[src/rtl/time_set_ctrl.sv]
// time_set_ctrl: qualifies edit buttons, moves a field cursor over BCD shadow time
// registers and issues a one-cycle load strobe when the edited time is committed.
module time_set_ctrl #(
    parameter int HOLD_CYCLES   = 2500000,
    parameter int REPEAT_CYCLES = 5000000
) (
    input  logic        clk,
    input  logic        rst_n,
    input  logic [3:0]  mode,
    input  logic        button_l,
    input  logic        button_r,
    input  logic        button_up,
    input  logic        button_down,
    input  logic        button_mid,
    input  logic [15:0] cur_year,
    input  logic [7:0]  cur_month,
    input  logic [7:0]  cur_day,
    input  logic [7:0]  cur_hour,
    input  logic [7:0]  cur_minute,
    input  logic [7:0]  cur_sec,
    output logic [15:0] year,
    output logic [7:0]  month,
    output logic [7:0]  day,
    output logic [7:0]  hour,
    output logic [7:0]  minute,
    output logic [7:0]  sec,
    output logic [2:0]  field,
    output logic        editing,
    output logic        load
);
    localparam int CW = $clog2(HOLD_CYCLES + REPEAT_CYCLES + 2);
    localparam logic [CW-1:0] HOLD = CW'(HOLD_CYCLES);
    localparam logic [CW-1:0] REP  = CW'(REPEAT_CYCLES);

    typedef enum logic [1:0] {IDLE, EDIT, COMMIT, WAIT_REL} state_t;
    state_t state;

    logic [2:0]    win, prev_win;
    logic [CW-1:0] cnt, c;
    logic          rep, ongoing, fire, up, clamp_pend, leap;
    logic [7:0]    dim;

    function automatic logic [7:0] step(input logic [7:0] v, input logic [7:0] lo,
                                       input logic [7:0] hi, input logic inc);
        logic [7:0] nx, pv;
        nx = (v[3:0] == 4'h9) ? {v[7:4] + 4'h1, 4'h0} : v + 8'h01;
        pv = (v[3:0] == 4'h0) ? {v[7:4] - 4'h1, 4'h9} : v - 8'h01;
        return inc ? ((v >= hi) ? lo : nx) : ((v <= lo) ? hi : pv);
    endfunction

    // a BCD year yy is a multiple of 4 iff (2*tens + units) is
    always_comb begin
        win = button_mid ? 3'd1 : button_up ? 3'd2 : button_down ? 3'd3 :
              button_l ? 3'd4 : button_r ? 3'd5 : 3'd0;
        ongoing = (win != 3'd0) && (win == prev_win);
        c = ongoing ? cnt + 1'b1 : CW'(win != 3'd0);
        fire = (win != 3'd0) && (c == ((ongoing && rep) ? REP : HOLD));
        up = (win == 3'd2);
        leap = year[4] ? (year[3:0] == 4'h2 || year[3:0] == 4'h6)
                       : (year[3:0] == 4'h0 || year[3:0] == 4'h4 || year[3:0] == 4'h8);
        dim = (month == 8'h02) ? (leap ? 8'h29 : 8'h28) :
              (month == 8'h04 || month == 8'h06 || month == 8'h09 || month == 8'h11) ? 8'h30 : 8'h31;
    end

    always_ff @(posedge clk or negedge rst_n) begin
        if (!rst_n) begin
            state      <= IDLE;
            year       <= 16'h2023;
            month      <= 8'h01;
            day        <= 8'h01;
            hour       <= 8'h00;
            minute     <= 8'h00;
            sec        <= 8'h00;
            field      <= 3'd0;
            editing    <= 1'b0;
            load       <= 1'b0;
            prev_win   <= 3'd0;
            cnt        <= '0;
            rep        <= 1'b0;
            clamp_pend <= 1'b0;
        end else begin
            prev_win <= win;
            // mid/l/r saturate at HOLD so they fire once; up/down restart for auto-repeat
            if (fire && (win == 3'd2 || win == 3'd3)) begin
                rep <= 1'b1;
                cnt <= '0;
            end else begin
                rep <= ongoing && rep;
                cnt <= (!(ongoing && rep) && c > HOLD) ? HOLD : c;
            end
            load       <= 1'b0;
            clamp_pend <= 1'b0;
            if (state != IDLE && mode != 4'd0) begin
                state   <= IDLE;
                editing <= 1'b0;
                field   <= 3'd0;
            end else begin
                case (state)
                    IDLE: begin
                        year   <= cur_year;
                        month  <= cur_month;
                        day    <= cur_day;
                        hour   <= cur_hour;
                        minute <= cur_minute;
                        sec    <= cur_sec;
                        field  <= 3'd0;
                        if (mode == 4'd0) begin
                            state   <= EDIT;
                            editing <= 1'b1;
                        end
                    end
                    EDIT: begin
                        if (clamp_pend && day > dim) day <= dim;
                        if (fire) begin
                            case (win)
                                3'd1: begin
                                    state <= COMMIT;
                                    load  <= 1'b1;
                                end
                                3'd2, 3'd3: begin
                                    case (field)
                                        3'd0: begin
                                            year       <= {8'h20, step(year[7:0], 8'h00, 8'h99, up)};
                                            clamp_pend <= 1'b1;
                                        end
                                        3'd1: begin
                                            month      <= step(month, 8'h01, 8'h12, up);
                                            clamp_pend <= 1'b1;
                                        end
                                        3'd2:    day    <= step(day, 8'h01, dim, up);
                                        3'd3:    hour   <= step(hour, 8'h00, 8'h23, up);
                                        3'd4:    minute <= step(minute, 8'h00, 8'h59, up);
                                        default: sec    <= step(sec, 8'h00, 8'h59, up);
                                    endcase
                                end
                                3'd4:    field <= (field == 3'd5) ? 3'd0 : field + 3'd1;
                                3'd5:    field <= (field == 3'd0) ? 3'd5 : field - 3'd1;
                                default: ;
                            endcase
                        end
                    end
                    COMMIT:  state <= WAIT_REL;
                    default: if (!button_mid) state <= EDIT;
                endcase
            end
        end
    end
endmodule
[config.mk]
export PLATFORM = sky130hd
export DESIGN_NAME = time_set_ctrl
export DESIGN_NICKNAME = d
export VERILOG_FILES = /design/src/rtl/time_set_ctrl.sv
export SDC_FILE = /design/constraint.sdc
export NUM_CORES = 1
export LEC_CHECK = 0
export CAP_MARGIN = 20
export CORE_ASPECT_RATIO = 0.9
export CORE_MARGIN = 3
export CORE_UTILIZATION = 55
export DETAILED_ROUTE_END_ITERATION = 8
export HOLD_SLACK_MARGIN = 0.1
export PLACE_DENSITY_LB_ADDON = 0.1
export SLEW_MARGIN = 20
export SYNTH_ARGS = -nofsm -noshare
export SYNTH_HDL_FRONTEND = slang
export SYNTH_SLANG_ARGS = --single-unit
[constraint.sdc]
create_clock -name clk -period 5.35 [get_ports clk]
set_input_delay 1.07 -clock clk [delete_from_list [all_inputs] [get_ports clk]]
set_output_delay 1.07 -clock clk [all_outputs]
set_load 0.01 [all_outputs]
Word level (Yosys, flattened, before mapping):

Index checks and enable logic that the tools add are counted.

* bits of input ports: 67
* logic and storage cells: 233
* output and inout port bits: 61
* register bits after elaboration: 91

* reductions and logical operators: 43
* add/subtract/negate cells: 27
* bitwise gates (word level): 1
* order comparisons: 14
* eq/ne operators: 41
* mux-type cells: 93

Operators with widths (number)
* two-way mux 8 bit: 46
* two-way mux 23 bit: 4
* one-hot mux 8 bit (2 select lines): 5
* adder 8 x 1 -> 8 bit, second input constant: 6
* less-or-equal comparator 8 x 1 -> 1 bit, second input constant: 6
* two-way mux 16 bit: 3
* subtractor 8 x 1 -> 8 bit, second input constant: 6
* one-hot mux 16 bit (2 select lines): 1
* == test 4 bit, second input constant: 7
* logical NOT 4 bit: 7
* two-way mux 3 bit: 9
* AND reduction 5 bit: 5
* adder 4 x 1 -> 4 bit, second input constant: 6
* subtractor 4 x 1 -> 4 bit, second input constant: 6
* adder 23 x 1 -> 23 bit, second input constant: 1
* == test 23 bit: 1
* > comparator 23 x 22 -> 1 bit, second input constant: 1
* == test 8 x 3 -> 1 bit, second input constant: 2
* greater-or-equal comparator 8 x 7 -> 1 bit, second input constant: 2
* two-way mux 1 bit: 16
* == test 3 x 2 -> 1 bit, second input constant: 4
* == test 3 bit, second input constant: 4
* one-hot mux 3 bit (2 select lines): 2
* two-way mux 2 bit: 5
* 38 further kinds: 64

Depth between registers and ports, before layout:

Gate-level depths: netlist (run 1).

* depth in word-level cells: 14
* mapped depth: 15
* depth with buffers taken out: 15

Worst setup path after synthesis (run 1):

OpenSTA, ideal clock, no wires.

* kind: input to register
* start: input button_mid
* end: register day[7]
* path slack: 0.728 ns
* arrival time: 4.535 ns
* stages: 12
* cell sequence: buf_6 -> or3_1 -> or4b_1 -> a32oi_2 -> o2111ai_2 -> o41a_1 -> or3_1 -> buf_2 -> or3_1 -> buf_2 -> or4_1 -> a22oi_1

* longest elaborated chain between the ends: 9
* elaborated cells on any way between the ends: 17
* those cells by class: 4 x eq/ne; 8 x mux; 5 x reduce/logical

Ends and longest elaborated chain
* start, declared: line 14 `input logic button_mid,`
* two-way mux 3 bit (*): line 53 `win = button_mid ? 3'd1 : button_up ? 3'd2 : button_down ? 3'd3 :`
* == test 3 bit / nonzero test 3 bit (equally long branches): line 55, 56, 57
* logical AND 1 bit: line 55 `ongoing = (win != 3'd0) && (win == prev_win);`
* logical AND 1 bit: line 57 `fire = (win != 3'd0) && (c == ((ongoing && rep) ? REP : HOLD));`
* two-way mux 23 bit: line 57
* == test 23 bit: line 57
* logical AND 1 bit: line 57
* two-way mux 8 bit (*): line 114 `if (fire) begin`
* one-hot mux 8 bit (2 select lines) (*): line 98 `case (state)`
* end signal, assigned: line 102 `day <= cur_day;`
* end signal, assigned: line 113 `if (clamp_pend && day > dim) day <= dim;`
* end signal, assigned: line 130 `3'd2: day <= step(day, 8'h01, dim, up);`
* end, declared: line 23 `output logic [7:0] day,`

Mark *: on every way between the ends. The rest lies on a longest branch, timed or not.
A chain may end at the register's enable or synchronous reset.

Worst setup path after layout (run 1):

* start: input button_down
* end: register day[7]

* longest elaborated chain between the ends: 11
* elaborated cells on any way between the ends: 19
* those cells by class: 4 x eq/ne; 10 x mux; 5 x reduce/logical

Ends and longest elaborated chain
* start, declared: line 13 `input logic button_down,`
* two-way mux 3 bit (*) (3 in a row): line 53
* == test 3 bit / nonzero test 3 bit (equally long branches): line 55, 56, 57
* logical AND 1 bit: line 55
* logical AND 1 bit: line 57
* two-way mux 23 bit: line 57
* == test 23 bit: line 57
* logical AND 1 bit: line 57
* two-way mux 8 bit (*): line 114
* one-hot mux 8 bit (2 select lines) (*): line 98

Marks and branches as above.

==> flow_summary.ini, run 1 <==
[synth]
netlist_top_cells_area = dfrtp_1, o21ai_0, ha_1
postSynthCellCount = 1043
avgSynthCellArea_um2 = 7.55
synth_cell_type_count = 71
synth_edf_count = 0
ys.flop_type = dfrtp_1
yosys_warnings = 0
post-synth-top-area-cell = dfrtp_1
synth_nets = 1148
async_reset_ff_share_pct = 100
synth-seq-cells = 91
synth_top_area_share_pct = 27.0
netlist_area_mm2 = 0.00787
ys_seq_area_share_pct = 29.0

[cts]
clockBufferDepth = 2
clock-root-buffer = clkbuf_16
htree_num_levels = 3
numClockSinks = 91
cts_tree = yes
cts_resized = 0
clkLatencyLatePin_ns = 0.36
holdBufCountCts = 0
cts_setup_buffers = 0
numCtsBuffers = 9
path_clk_slew_ns = 0.07

[final_layout]
mostFrequentLayoutCell = clkdlybuf4s50_1
final_area_mm2 = 0.00960
nNetsFinal = 1239
fin_cells = 1328
mostFrequentLayoutCells = clkdlybuf4s50_1, nand2_1, nor2_1, o21ai_0, dfrtp_1
drive_above_1_share_pct = 5.27
final_util_pct = 70.3
antenna_cells = 0
syn_to_final_growth_pct = 22.0

[routing]
ant_nets = 0
num_vias = 8408
drt_iter0_markers = 631
drt_wl_total_um = 23600
wl_per_cell_um = 17.7
vias_per_cell = 6.33
dr.pass1.iters = 5
drc = 0

[placement]
dp_cells = 1312
place_ws_ns = 0.103
dp.final_hpwl_um = 16800
gp_congestion = 0.932
numPortBuffers = 127
placed_cell_area_mm2 = 0.00928

[worst_setup_path]
regToRegEndpoint = day[7]
arrival_ns = 5.24
critPathCapture = day[7]
critPathMaxFanout = 19
start_kind = input port
r2r_slack_ns = 1.00
required_ns = 5.62
r2r_cells = 10
cp-startpoint = button_down
cp-end-kind = register
critical_path_class = input port to register
r2r-start = cnt[0]

[sta]
hold_ws_ns = 0.458
hold_viol = 0
setup_tns_ns = 0
fin_crit_sh_pct = 92.9
min_period_ns = 4.97
setup_viol = 0
worstMarginPinSlew_ns = 0.825
rsz0062_at_grt = false
slew_viol_final = 0
slew_headroom_pct = 44.6
setup_slack_ns = 0.379
skew_ns = 0.00737
fmax_mhz = 201

[power]
ir_drop_uv = 298
power_density_mw_per_mm2 = 518
power_mw = 4.97
power_leakage_nw = 3.82

[grt]
grt_usage_pct = 29.6
antenna_found_initial = 0
grt_pass1_wl_um = 38800
grt_start_max_net_pins = 52
grt_pass1_vias = 7687
grt_remaining_overflow = 0

[job]
maxCapViolations = 0

[die]
fp.dieW_um = 132
initial_core_util_pct = 57.6
dieArea_mm2 = 0.0158
ios = 128
rows = 40
fp.coreArea_mm2 = 0.0137
die_h_um = 119

[run_status]
outcome = complete, no violations

[hold_path]
hold_path.class = register to register
[registers in the layout, summed over array words and instances, names as in the netlist]
name	cells
clamp_pend	1
load	1
field	3
month	8
cnt	23
sec	8
hour	8
editing	1
state	2
day	8
prev_win	3
year	16
minute	8
rep	1
[area by class of cell]
class	instances	area, um^2
clock buffer	9	225
multi-input combinational	845	5180
tap	189	236
inverter	39	146
timing repair buffer	148	1430
clock inverter	7	98.8
sequential	91	2280
fill	1171	4060
[routing by layer]
layer / vias up / wire, um / track usage [%]
met5: - / 0 / 0
met4: 0 / 483 / 9.58
met3: 48 / 1720 / 5.95
met2: 373 / 10900 / 46.2
met1: 3964 / 10500 / 41.4
li1: 4023 / - / -
[how the worst min path moves through the flow]
| stage | cells past startpoint | end | from |
|---|---|---|---|
| after floorplan | 2 | year[13] | year[13] |
| after global placement | 2 | year[13] | year[13] |
| after detailed placement | 2 | year[13] | year[13] |
| after CTS | 2 | year[13] | year[13] |
| after global routing | 2 | year[13] | year[13] |
| final | 2 | year[13] | year[13] |
[cells in the mapped netlist, types with 12 or more instances]
library cell / instances
nand2_1: 116
clkbuf_1: 60
a21oi_1: 78
and3_1: 14
nand4_1: 17
nor3_1: 40
o211ai_1: 12
ha_1: 38
inv_1: 39
or3_1: 12
mux2i_1: 13
nor4_1: 12
a31oi_1: 17
o21ai_0: 102
nor2_1: 102
a211oi_1: 12
dfrtp_1: 85
nand3_1: 39
xnor2_1: 28
[kinds of logic (layout without fill, tap and decap cells)]
family	after synthesis	count (layout)	synth area share (%)
flops	91	91	29.0
xor+xnor	38	38	4.23
mux	19	19	2.51
simple gates	420	420	26.1
fa+ha+maj	38	38	6.04
compound gates	330	330	26.8
buf+inv	107	203	5.28
[power by group]
| group | switching (mW) | internal [mW] |
|---|---|---|
| logic | 1.54 | 1.28 |
| registers | 0.517 | 0.935 |
| clock network | 0.290 | 0.413 |
[worst max-delay path, cell delays in order]
cell and delay, ns:
clkdlybuf4s50_1 0.41, or3_1 0.41, or4b_1 0.50, a32oi_2 0.31
buf_4 0.27, a21boi_0 0.35, o211ai_1 0.18, a211o_1 0.41
or3_1 0.55, or4_1 0.58, a22oi_1 0.20
Note: power is estimated with default switching activity, not from simulation.
==> run 2, diff against run 1 <==
- ABC_CLOCK_PERIOD_IN_PS: unset -> 5350
==> results of run 2 <==
Final layout, timing and power as in run 1 (identical DEF).
==> run 3, diff against run 2 <==
- CORE_ASPECT_RATIO: 0.9 -> 1.2
==> flow_summary.ini, run 3 (synthesis results as in run 1) <==
[run_status]
outcome = complete, no violations

[final_layout]
largest_reg_flops = 23
antenna_cells = 0
largest_register = cnt
mostFrequentLayoutCell = clkdlybuf4s50_1
register_area_mm2 = 0.00228
syn_to_final_growth_pct = 21.6
mostFrequentLayoutCells = clkdlybuf4s50_1, nand2_1, nor2_1, o21ai_0, dfrtp_1
largestRegisters = cnt x23, year x16
nNetsFinal = 1238
drive_above_1_share_pct = 5.18
fin_cells = 1309
fillers = 1201
multi_input_area_mm2 = 0.00518

[sta]
fin_crit_sh_pct = 90.1
skew_ns = 0.00869
worstMarginPinSlew_ns = 0.824
slew_headroom_pct = 44.7
hold_viol = 0
min_period_ns = 4.82
setup_tns_ns = 0
slew_viol_final = 0
fmax_mhz = 207
rsz0062_at_grt = false
setup_viol = 0

[grt]
grt_pass1_vias = 7752
grt_usage_pct = 29.6
grt_pass1_wl_um = 38000
grt_remaining_overflow = 0
antenna_found_initial = 0
grt_start_max_net_pins = 54

[placement]
numPortBuffers = 127
dp_cells = 1293
dp.final_hpwl_um = 16800
gp_congestion = 0.951

[die]
ios = 128
dieArea_mm2 = 0.0158
die_h_um = 137
fp.coreArea_mm2 = 0.0139
initial_core_util_pct = 56.7
fp.dieW_um = 115
rows = 47

[cts]
numClockSinks = 91
holdBufCountCts = 0
cts_setup_buffers = 0
numCtsBuffers = 9
htree_num_levels = 3
clockBufferDepth = 2
clkLatencyLatePin_ns = 0.36
path_clk_slew_ns = 0.07
clock-root-buffer = clkbuf_16
cts_tree = yes
cts_resized = 0

[worst_setup_path]
critical_path_class = input port to register
arrival_ns = 5.09
critPathMaxFanout = 20
cp-startpoint = button_down
required_ns = 5.62
r2r_slack_ns = 1.26
start_kind = input port
cp-end-kind = register
r2r-start = cnt[0]

[routing]
drt_iter0_markers = 685
m1WireLength_um = 10100
wl_per_cell_um = 17.9
dr_wl_met2_um = 11300
drt_wl_total_um = 23400
dr.pass1.iters = 5
vias_per_cell = 6.43
wl_met3_um = 1460
drc = 0
top_layer_used = met4
num_vias = 8421
ant_nets = 0

[job]
maxCapViolations = 0

[power]
power_leakage_nw = 3.83
power_density_mw_per_mm2 = 518
ir_drop_uv = 314

[hold_path]
hold_path.class = register to register
min_from = year[13]
## run 3: layout make-up
cell class                      count  area share [%]
Tap cell                          171            2.24
Timing Repair Buffer              147            14.8
Sequential cell                    91            23.9
Inverter                           39            1.53
Multi-Input combinational cell    845            54.1
Clock buffer                       10            2.50
Clock inverter                      6           0.915
## run 3: worst max-delay path: stages
cell	delay, ns
clkdlybuf4s50_1	0.49
or3_1	0.45
or4b_1	0.50
a32oi_2	0.26
buf_4	0.26
a21boi_0	0.31
o211ai_1	0.19
a211o_1	0.42
or3_1	0.40
or4_1	0.53
a22oi_1	0.21
## run 3: power breakdown
group,internal [mW],leakage [nW],switching [mW]
Clock,0.424,0.163,0.294
Sequential,0.935,1.15,0.507
Combinational,1.27,2.52,1.53
## run 3: worst paths after layout
check	to	cells past startpoint
hold reg to reg	year[13]	2
hold / removal	year[13]	2
setup / recovery	day[7]	11
min in group asynchronous	cnt[14]	1
setup reg to reg	day[7]	10
max in group asynchronous	year[1]	2
## run 3: through the flow
step                      area [um^2]  util, %  total power, mW  worst slack, ns  hold slack [ns]
after floorplan                  7870        -             3.19            0.728            0.465
after global placement           9240     66.6             4.15            0.329            0.448
after detailed placement         9240     66.6             4.20            0.195            0.474
after CTS                        9570     68.9             4.95            0.552            0.485
after global routing             9570     69.0             5.37            0.334            0.516
final                            9570     69.0             4.96            0.528            0.480
## run 3: layer usage
metal / GRT usage [%] / up-vias
met2: 49.0 / 317
met3: 4.47 / 52
met4: 10.3 / 0
met1: 39.2 / 4032
li1: - / 4020
met5: 0 / -
